File: config.mk
export PLATFORM = sky130hd
export DESIGN_NAME = regfile_sb_flat
export DESIGN_NICKNAME = d
export VERILOG_FILES = /design/src/rtl/regfile_pkg.sv /design/src/rtl/regfile_sb_if.sv /design/src/rtl/rf_scoreboard.sv /design/src/rtl/regfile_sb.sv /design/src/flat_wrapper.sv
export SDC_FILE = /design/constraint.sdc
export NUM_CORES = 2
export LEC_CHECK = 0
export CORE_ASPECT_RATIO = 1.4
export CORE_MARGIN = 3
export CORE_UTILIZATION = 25
export DETAILED_ROUTE_END_ITERATION = 8
export PLACE_DENSITY = 0.39
export SLEW_MARGIN = 20
export SYNTH_ARGS = -nofsm -noshare
export SYNTH_HDL_FRONTEND = slang
export SYNTH_HIERARCHICAL = 1
export SYNTH_SLANG_ARGS = --single-unit
File: constraint.sdc
create_clock -name clk -period 5.4 [get_ports clk]
set_clock_uncertainty 0.1 [all_clocks]
set_input_delay 1.08 -clock clk [delete_from_list [all_inputs] [get_ports clk]]
set_output_delay 1.08 -clock clk [all_outputs]
set_load 0.05 [all_outputs]
File: src/rtl/regfile_pkg.sv
// Shared definitions for the multi-read, dual-write register file with busy scoreboard.
// Holds default sizes, the busy_cnt width helper and the read-port bypass priority select.
// No ports; imported by regfile_sb_if, rf_scoreboard and regfile_sb.
package regfile_pkg;

  localparam int XLEN_DEF  = 32;
  localparam int NREGS_DEF = 32;

  // busy_cnt must be able to hold NREGS itself (every register busy).
  function automatic int busy_cnt_w(input int nregs);
    return $clog2(nregs + 1);
  endfunction

  localparam int BUSY_CNT_W_DEF = busy_cnt_w(NREGS_DEF);

  // Where a read port takes its data from this cycle.
  typedef enum logic [1:0] {
    SRC_ARRAY = 2'd0,
    SRC_WR0   = 2'd1,
    SRC_WR1   = 2'd2
  } rd_src_e;

  // Port-priority mux select: the load port (wr1) beats the ALU port (wr0),
  // matching the array's own write-collision rule.
  function automatic rd_src_e bypass_sel(input logic hit0, input logic hit1);
    if (hit1) begin
      return SRC_WR1;
    end
    if (hit0) begin
      return SRC_WR0;
    end
    return SRC_ARRAY;
  endfunction

endpackage

File: src/rtl/regfile_sb_if.sv
// Bundle of read, write, issue and busy-count signals between decode/writeback and the register file.
// Latency and backpressure are properties of regfile_sb; the interface itself is pure wiring.
// Signals: rd_addr/rd_data/rd_busy (NRD read ports), wr0_*/wr1_* write ports, iss_* issue port, busy_cnt.
interface regfile_sb_if
  import regfile_pkg::*;
#(
  parameter int XLEN  = XLEN_DEF,
  parameter int NREGS = NREGS_DEF,
  parameter int NRD   = 2
);

  localparam int AW = $clog2(NREGS);
  localparam int CW = busy_cnt_w(NREGS);

  logic [NRD*AW-1:0]   rd_addr;
  logic [NRD*XLEN-1:0] rd_data;
  logic [NRD-1:0]      rd_busy;

  logic                wr0_en;
  logic [AW-1:0]       wr0_addr;
  logic [XLEN-1:0]     wr0_data;

  logic                wr1_en;
  logic [AW-1:0]       wr1_addr;
  logic [XLEN-1:0]     wr1_data;

  logic                iss_en;
  logic [AW-1:0]       iss_addr;

  logic [CW-1:0]       busy_cnt;

  // Pipeline side (decode + writeback) drives requests.
  modport master (
    output rd_addr, wr0_en, wr0_addr, wr0_data,
    output wr1_en, wr1_addr, wr1_data, iss_en, iss_addr,
    input  rd_data, rd_busy, busy_cnt
  );

  // Register file side.
  modport slave (
    input  rd_addr, wr0_en, wr0_addr, wr0_data,
    input  wr1_en, wr1_addr, wr1_data, iss_en, iss_addr,
    output rd_data, rd_busy, busy_cnt
  );

endinterface

File: src/rtl/rf_scoreboard.sv
// Per-register busy bits: issue sets, writeback clears, set wins on the same address; busy_cnt registered.
// Latency: busy bits and busy_cnt reflect an edge's updates right after that edge.
// No backpressure; out-of-range and (ZERO_REG) x0 addresses never become busy.
// Ports: clk, rst (async active-low), i_wr0_*/i_wr1_* clears, i_iss_* set, o_busy vector, o_busy_cnt.
module rf_scoreboard
  import regfile_pkg::*;
#(
  parameter int NREGS    = NREGS_DEF,
  parameter int AW       = $clog2(NREGS),
  parameter int ZERO_REG = 1,
  parameter int CNT_W    = BUSY_CNT_W_DEF
) (
  input  logic             clk,
  input  logic             rst,
  input  logic             i_wr0_en,
  input  logic [AW-1:0]    i_wr0_addr,
  input  logic             i_wr1_en,
  input  logic [AW-1:0]    i_wr1_addr,
  input  logic             i_iss_en,
  input  logic [AW-1:0]    i_iss_addr,
  output logic [NREGS-1:0] o_busy,
  output logic [CNT_W-1:0] o_busy_cnt
);

  logic [NREGS-1:0] r_busy;
  logic [NREGS-1:0] w_busy_nxt;
  logic [CNT_W-1:0] r_busy_cnt;
  logic [CNT_W-1:0] w_cnt_nxt;

  // Addresses >= NREGS never match any index here, so they fall out naturally.
  always_comb begin
    w_busy_nxt = r_busy;
    for (int i = 0; i < NREGS; i++) begin
      if ((i_wr0_en && (i_wr0_addr == AW'(i))) ||
          (i_wr1_en && (i_wr1_addr == AW'(i)))) begin
        w_busy_nxt[i] = 1'b0;
      end
      // Applied after the clear so a same-cycle issue keeps the register busy.
      if (i_iss_en && (i_iss_addr == AW'(i))) begin
        w_busy_nxt[i] = 1'b1;
      end
    end
    if (ZERO_REG != 0) begin
      w_busy_nxt[0] = 1'b0;
    end
  end

  // Count the post-update vector so busy_cnt always agrees with o_busy.
  always_comb begin
    w_cnt_nxt = '0;
    for (int i = 0; i < NREGS; i++) begin
      w_cnt_nxt = w_cnt_nxt + CNT_W'(w_busy_nxt[i]);
    end
  end

  always_ff @(posedge clk or negedge rst) begin
    if (!rst) begin
      r_busy     <= '0;
      r_busy_cnt <= '0;
    end else begin
      r_busy     <= w_busy_nxt;
      r_busy_cnt <= w_cnt_nxt;
    end
  end

  assign o_busy     = r_busy;
  assign o_busy_cnt = r_busy_cnt;

endmodule

File: src/rtl/regfile_sb.sv
// Multi-read, dual-write register file with busy scoreboard; wr1 (load) beats wr0 (ALU) on collision.
// Latency: reads combinational (SYNC_READ=0) or registered one cycle (SYNC_READ=1); optional write bypass.
// No backpressure: every enabled write/issue is taken on the rising edge.
// Ports: clk, rst (async active-low), bus (regfile_sb_if.slave: read ports, two write ports, issue, busy_cnt).
module regfile_sb
  import regfile_pkg::*;
#(
  parameter int XLEN      = XLEN_DEF,
  parameter int NREGS     = NREGS_DEF,
  parameter int NRD       = 2,
  parameter int ZERO_REG  = 1,
  parameter int BYPASS    = 1,
  parameter int SYNC_READ = 0
) (
  input  logic        clk,
  input  logic        rst,
  regfile_sb_if.slave bus
);

  localparam int AW = $clog2(NREGS);
  localparam int CW = busy_cnt_w(NREGS);
  // One extra bit so the range check also works when NREGS is a power of two.
  localparam logic [AW:0] NREGS_W = (AW + 1)'(NREGS);

  logic [XLEN-1:0]  r_mem [NREGS];
  logic [NREGS-1:0] w_busy;
  logic [CW-1:0]    w_busy_cnt;

  // Data array. wr1 is checked first so it wins a same-address collision.
  always_ff @(posedge clk or negedge rst) begin
    if (!rst) begin
      for (int i = 0; i < NREGS; i++) begin
        r_mem[i] <= '0;
      end
    end else begin
      for (int i = 0; i < NREGS; i++) begin
        if (!((ZERO_REG != 0) && (i == 0))) begin
          if (bus.wr1_en && (bus.wr1_addr == AW'(i))) begin
            r_mem[i] <= bus.wr1_data;
          end else if (bus.wr0_en && (bus.wr0_addr == AW'(i))) begin
            r_mem[i] <= bus.wr0_data;
          end
        end
      end
    end
  end

  rf_scoreboard #(
    .NREGS    (NREGS),
    .AW       (AW),
    .ZERO_REG (ZERO_REG),
    .CNT_W    (CW)
  ) u_sb (
    .clk        (clk),
    .rst        (rst),
    .i_wr0_en   (bus.wr0_en),
    .i_wr0_addr (bus.wr0_addr),
    .i_wr1_en   (bus.wr1_en),
    .i_wr1_addr (bus.wr1_addr),
    .i_iss_en   (bus.iss_en),
    .i_iss_addr (bus.iss_addr),
    .o_busy     (w_busy),
    .o_busy_cnt (w_busy_cnt)
  );

  assign bus.busy_cnt = w_busy_cnt;

  for (genvar p = 0; p < NRD; p++) begin : g_rd
    logic [AW-1:0]   w_addr;
    logic            w_in_range;
    logic            w_masked;
    logic            w_hit0;
    logic            w_hit1;
    rd_src_e         w_src;
    logic [XLEN-1:0] w_data;
    logic            w_busy_bit;

    assign w_addr     = bus.rd_addr[p*AW +: AW];
    assign w_in_range = ({1'b0, w_addr} < NREGS_W);
    // Out-of-range and hard-wired x0 reads are forced to zero / not busy.
    assign w_masked   = !w_in_range || ((ZERO_REG != 0) && (w_addr == '0));
    assign w_hit0     = (BYPASS != 0) && bus.wr0_en && (bus.wr0_addr == w_addr);
    assign w_hit1     = (BYPASS != 0) && bus.wr1_en && (bus.wr1_addr == w_addr);
    assign w_src      = bypass_sel(w_hit0, w_hit1);

    always_comb begin
      w_data     = '0;
      w_busy_bit = 1'b0;
      if (!w_masked) begin
        case (w_src)
          SRC_WR1: w_data = bus.wr1_data;
          SRC_WR0: w_data = bus.wr0_data;
          default: w_data = r_mem[w_addr];
        endcase
        // A register being written back this cycle already has its value on the bypass.
        w_busy_bit = w_busy[w_addr] && !(w_hit0 || w_hit1);
      end
    end

    if (SYNC_READ != 0) begin : g_sync
      logic [XLEN-1:0] r_data;
      logic            r_busy;

      always_ff @(posedge clk or negedge rst) begin
        if (!rst) begin
          r_data <= '0;
          r_busy <= 1'b0;
        end else begin
          r_data <= w_data;
          r_busy <= w_busy_bit;
        end
      end

      assign bus.rd_data[p*XLEN +: XLEN] = r_data;
      assign bus.rd_busy[p]              = r_busy;
    end else begin : g_comb
      assign bus.rd_data[p*XLEN +: XLEN] = w_data;
      assign bus.rd_busy[p]              = w_busy_bit;
    end
  end

endmodule

File: src/flat_wrapper.sv
// flat-port wrapper written by rule: the top's interface ports become plain ports
module regfile_sb_flat import regfile_pkg::*;
#(
  parameter int XLEN      = XLEN_DEF,
  parameter int NREGS     = NREGS_DEF,
  parameter int NRD       = 2,
  parameter int ZERO_REG  = 1,
  parameter int BYPASS    = 1,
  parameter int SYNC_READ = 0
)
  (clk, rst, bus_rd_addr, bus_wr0_en, bus_wr0_addr, bus_wr0_data, bus_wr1_en, bus_wr1_addr, bus_wr1_data, bus_iss_en, bus_iss_addr, bus_rd_data, bus_rd_busy, bus_busy_cnt);
  regfile_sb_if #(.XLEN(XLEN), .NREGS(NREGS), .NRD(NRD)) bus_i ();
  input  logic clk;
  input  logic rst;
  input wire logic [$bits(bus_i.rd_addr)-1:0] bus_rd_addr;
  input wire logic [$bits(bus_i.wr0_en)-1:0] bus_wr0_en;
  input wire logic [$bits(bus_i.wr0_addr)-1:0] bus_wr0_addr;
  input wire logic [$bits(bus_i.wr0_data)-1:0] bus_wr0_data;
  input wire logic [$bits(bus_i.wr1_en)-1:0] bus_wr1_en;
  input wire logic [$bits(bus_i.wr1_addr)-1:0] bus_wr1_addr;
  input wire logic [$bits(bus_i.wr1_data)-1:0] bus_wr1_data;
  input wire logic [$bits(bus_i.iss_en)-1:0] bus_iss_en;
  input wire logic [$bits(bus_i.iss_addr)-1:0] bus_iss_addr;
  output wire logic [$bits(bus_i.rd_data)-1:0] bus_rd_data;
  output wire logic [$bits(bus_i.rd_busy)-1:0] bus_rd_busy;
  output wire logic [$bits(bus_i.busy_cnt)-1:0] bus_busy_cnt;
  assign bus_i.rd_addr = bus_rd_addr;
  assign bus_i.wr0_en = bus_wr0_en;
  assign bus_i.wr0_addr = bus_wr0_addr;
  assign bus_i.wr0_data = bus_wr0_data;
  assign bus_i.wr1_en = bus_wr1_en;
  assign bus_i.wr1_addr = bus_wr1_addr;
  assign bus_i.wr1_data = bus_wr1_data;
  assign bus_i.iss_en = bus_iss_en;
  assign bus_i.iss_addr = bus_iss_addr;
  assign bus_rd_data = bus_i.rd_data;
  assign bus_rd_busy = bus_i.rd_busy;
  assign bus_busy_cnt = bus_i.busy_cnt;
  regfile_sb #(.XLEN(XLEN), .NREGS(NREGS), .NRD(NRD), .ZERO_REG(ZERO_REG), .BYPASS(BYPASS), .SYNC_READ(SYNC_READ)) u_core (.clk(clk), .rst(rst), .bus(bus_i));
endmodule
==> results.py <==
metrics = {
    "run_status": {
        "status": "finished, violations left",
        "violations": "setup timing",
    },
    "critical_path": {
        "crit_fanout": 4,
        "critPathRequiredTime_ns": 5.94,
        "worstReg2RegEnd": "u_core/u_sb/o_busy_cnt[2]",
        "crit_slowest_cell": "fa_1",
        "crit_type": "input port to flip-flop",
        "critical_path.cell_chain": "buf_8, nand2b_4, buf_6, nor3b_4, nand2_2, a32oi_2, fa_2, fa_1, fa_1, fa_1, inv_2, fa_1, fa_1, inv_2, fa_2, fa_2, buf_4, buf_6, xnor2_1",
        "worst_r2r_path_depth": 16,
        "reg2reg_from": "u_core/u_sb/o_busy[16]",
        "critPathTopFamily": "adder cells",
        "rrSetupSlack_ns": 0.18,
        "critical-path-max-stage-delay_ns": 0.58,
        "worst_ep_arrival_time_ns": 6.27,
        "crit_top_cell": "fa_1",
        "path_buf_inv": 6,
        "start_kind": "input port",
        "end_kind": "flip-flop",
    },
    "route": {
        "drc": 0,
        "firstDrtPassIters": 7,
        "route.detailed.wl_per_inst_um": 33.09,
        "vias": 57090,
        "wirelength_um": 342800,
        "ant_nets": 0,
        "drtIter0Drc": 5473,
        "viasPerCell": 5.511,
    },
    "synth": {
        "avgSynthCellArea_um2": 9.964,
        "synth_top_area_frac": 0.3835,
        "synth_top_area_cell": "dfrtp_1",
        "synth_edf_count": 0,
        "syn_nets": 6863,
        "netlist_instances": 6739,
        "synth-main-ff-cell": "dfrtp_1",
        "yosysWarnings": 70,
        "synth_area_leaders": "dfrtp_1, mux2i_1, mux4_2, a21oi_1, nor2_1",
        "synth.distinct_cells": 69,
        "ys_seq_area_frac": 0.3835,
        "synth.most_common_cell": "mux2i_1",
        "synth-async-reset-ratio": 1.000,
        "ys_ff_latch": 1029,
        "synthTopCellsByCount": "mux2i_1, dfrtp_1, nor2_1",
        "synth.cell_area_um2": 67150,
    },
    "die": {
        "die-area_um2": 274900,
        "placementRows": 224,
        "die_h_um": 619.2,
        "initial_core_util": 0.2519,
        "die_x_um": 444.0,
        "io_pins": 166,
        "core_um2": 266500,
    },
    "global_routing": {
        "antenna_found_initial": 22,
        "grt_max_degree": 118,
        "grt_usage": 0.2430,
        "grt_pass1_wl_um": 477800,
        "grt_pass1_vias": 56680,
        "overflow": 0,
    },
    "pwr": {
        "combPwrFrac": 0.350,
        "power_mw": 31.64,
        "p_int_mw": 20.57,
        "p_per_area_nw_per_um2": 393.1,
        "clkPwrFrac": 0.284,
        "p_sw_frac": 0.3499,
        "leakage_nw": 33.67,
        "power_switching_mw": 11.07,
        "seq_power_share": 0.366,
        "max-vdd-ir-drop_mv": 0.7877,
    },
    "cells_and_area": {
        "fin_nets": 6873,
        "syn_to_final_growth_pct": 19.89,
        "drive_above_1_share": 0.2142,
    },
    "clock_network": {
        "clk_pin_slew_worst_paths_ns": 0.06,
        "clock_latency_ns": 0.76,
        "numCtsBuffers": 121,
        "cts_tree": "done",
        "clkSinkCount": 1029,
        "h-tree-depth": 3,
        "cts_buffer_depth": 3,
        "cts-root-buf": "clkbuf_16",
    },
    "timing": {
        "layout_min_cycle_time_ns": 5.734,
        "tightest_slew_ns": 1.166,
        "setup_violations": 5,
        "maxSlewViolCount": 0,
        "post-route-period-util": 1.062,
        "fin_hold_ws_ns": 0.2426,
        "finalHoldViolations": 0,
        "slew_headroom": 0.2230,
        "rsz0062_at_grt": "yes",
        "fmax_ghz": 0.1744,
        "fin_ws_ns": -0.3338,
    },
    "run": {
        "max_cap_viol_count": 0,
    },
    "place": {
        "globalplace.congestion": 0.8627,
        "io_buffers": 165,
        "dp_hpwl_um": 216300,
    },
    "worst_hold_path": {
        "hp-class": "input port to asynchronous set/reset pin",
    },
}
stage by stage:
stage               setup slack, ns  cells  cell area, um^2    util  setup TNS (ns)
floorplan                   -0.6700   6739            67160       -          -2.328
global placement             -1.724  10110            75860  0.2846          -8.941
detailed placement           -1.760  10110            75880  0.2847          -9.202
CTS                         -0.4495  10340            80310  0.3013          -1.476
global route                -0.4671  10360            80490  0.3020          -1.517
finish                      -0.3338  10360            80500  0.3020         -0.9026
cells by family (layout without fill, tap and decap cells):
logic type                 after synthesis  in the layout  share of synthesized area
muxes                                 1628           1628                     0.3137
DFF                                   1029           1029                     0.3835
other                                    1              9                 0.00005585
AOI/OAI and AO/OA                     1618           1618                     0.1393
and+or+nand+nor                       1545           1545                    0.09602
xor gates and xnor gates                23             23                   0.003000
adders and majority gates               30             30                   0.008161
buffers and inverters                  865            975                    0.05629
repair_timing:
| item | in CTS | in global routing |
|---|---|---|
| pin swaps | 35 | 34 |
| gates resized for setup | 90 | 39 |
| setup buffers | 10 | 11 |
| setup endpoints to repair | 8 | 6 |
| hold buffers | 0 | 0 |
power groups by stage:
stage / registers [mW] / clock network [mW] / logic, mW
after floorplan: 11.0 / 0 / 7.11
after global placement: 11.6 / 0 / 10.8
after detailed placement: 11.7 / 0 / 10.8
after CTS: 11.5 / 9.19 / 11.1
after global routing: 11.8 / 9.48 / 12.1
final: 11.6 / 8.98 / 11.1
how the worst max path moves through the flow:
stage	start	to	slack (ns)	depth (start not counted)
finish	bus_wr1_addr[2]	u_core/u_sb/o_busy_cnt[2]	-0.33	19
global route	bus_wr1_addr[2]	u_core/u_sb/o_busy_cnt[4]	-0.47	20
CTS	bus_wr1_en	u_core/u_sb/o_busy_cnt[4]	-0.45	21
detailed placement	bus_wr1_en	u_core/u_sb/o_busy_cnt[4]	-1.76	21
global placement	bus_wr1_en	u_core/u_sb/o_busy_cnt[4]	-1.72	21
floorplan	bus_wr1_addr[2]	u_core/u_sb/o_busy_cnt[4]	-0.67	19
registers in the layout, indices dropped and copies added, names as in the netlist:
register,cells
u_core/r_mem,992
u_core/u_sb/o_busy,31
u_core/u_sb/o_busy_cnt,6
area by class of cell:
type                            instances  area (um^2)
Clock buffer                          164         3521
Timing Repair Buffer                  688         7470
Fill cell                           27290       186000
Inverter                               64        240.2
Tap cell                             3503         4383
Clock inverter                         59        705.7
Antenna cell                            8        20.02
Sequential cell                      1029        25750
Multi-Input combinational cell       4845        38410
cells in the final DEF (no fill, tap or decap), types with 28 or more instances in the layout:
master,synthesis,final
inv_1,64,60
clkinv_2,0,32
a222oi_1,29,29
mux4_2,368,368
a221oi_1,29,28
a21oi_1,680,678
buf_12,0,162
mux2i_1,1131,1131
nor3_1,37,34
o22ai_1,57,57
nor2_1,713,687
nor4_1,30,30
o21ai_1,83,84
a22o_1,48,47
o32ai_1,32,28
buf_4,56,423
nand2_1,623,593
o221ai_1,33,32
mux2_2,129,129
clkbuf_16,0,122
clkbuf_8,0,32
nand3b_1,32,32
clkdlybuf4s50_1,0,71
dfrtp_1,1029,1029
o2bb2ai_1,29,29
o21ai_0,464,463
metal layers:
layer  vias to the layer above  global-route usage  share of wire
met5                         -                   0       0.000038
met4                         2              0.1127          0.053
met3                       704             0.03684          0.057
met2                      2391              0.4186           0.49
met1                     29530              0.2980           0.40
li1                      24470                   -              -
No activity file was read; power rests on OpenSTA's default activity.
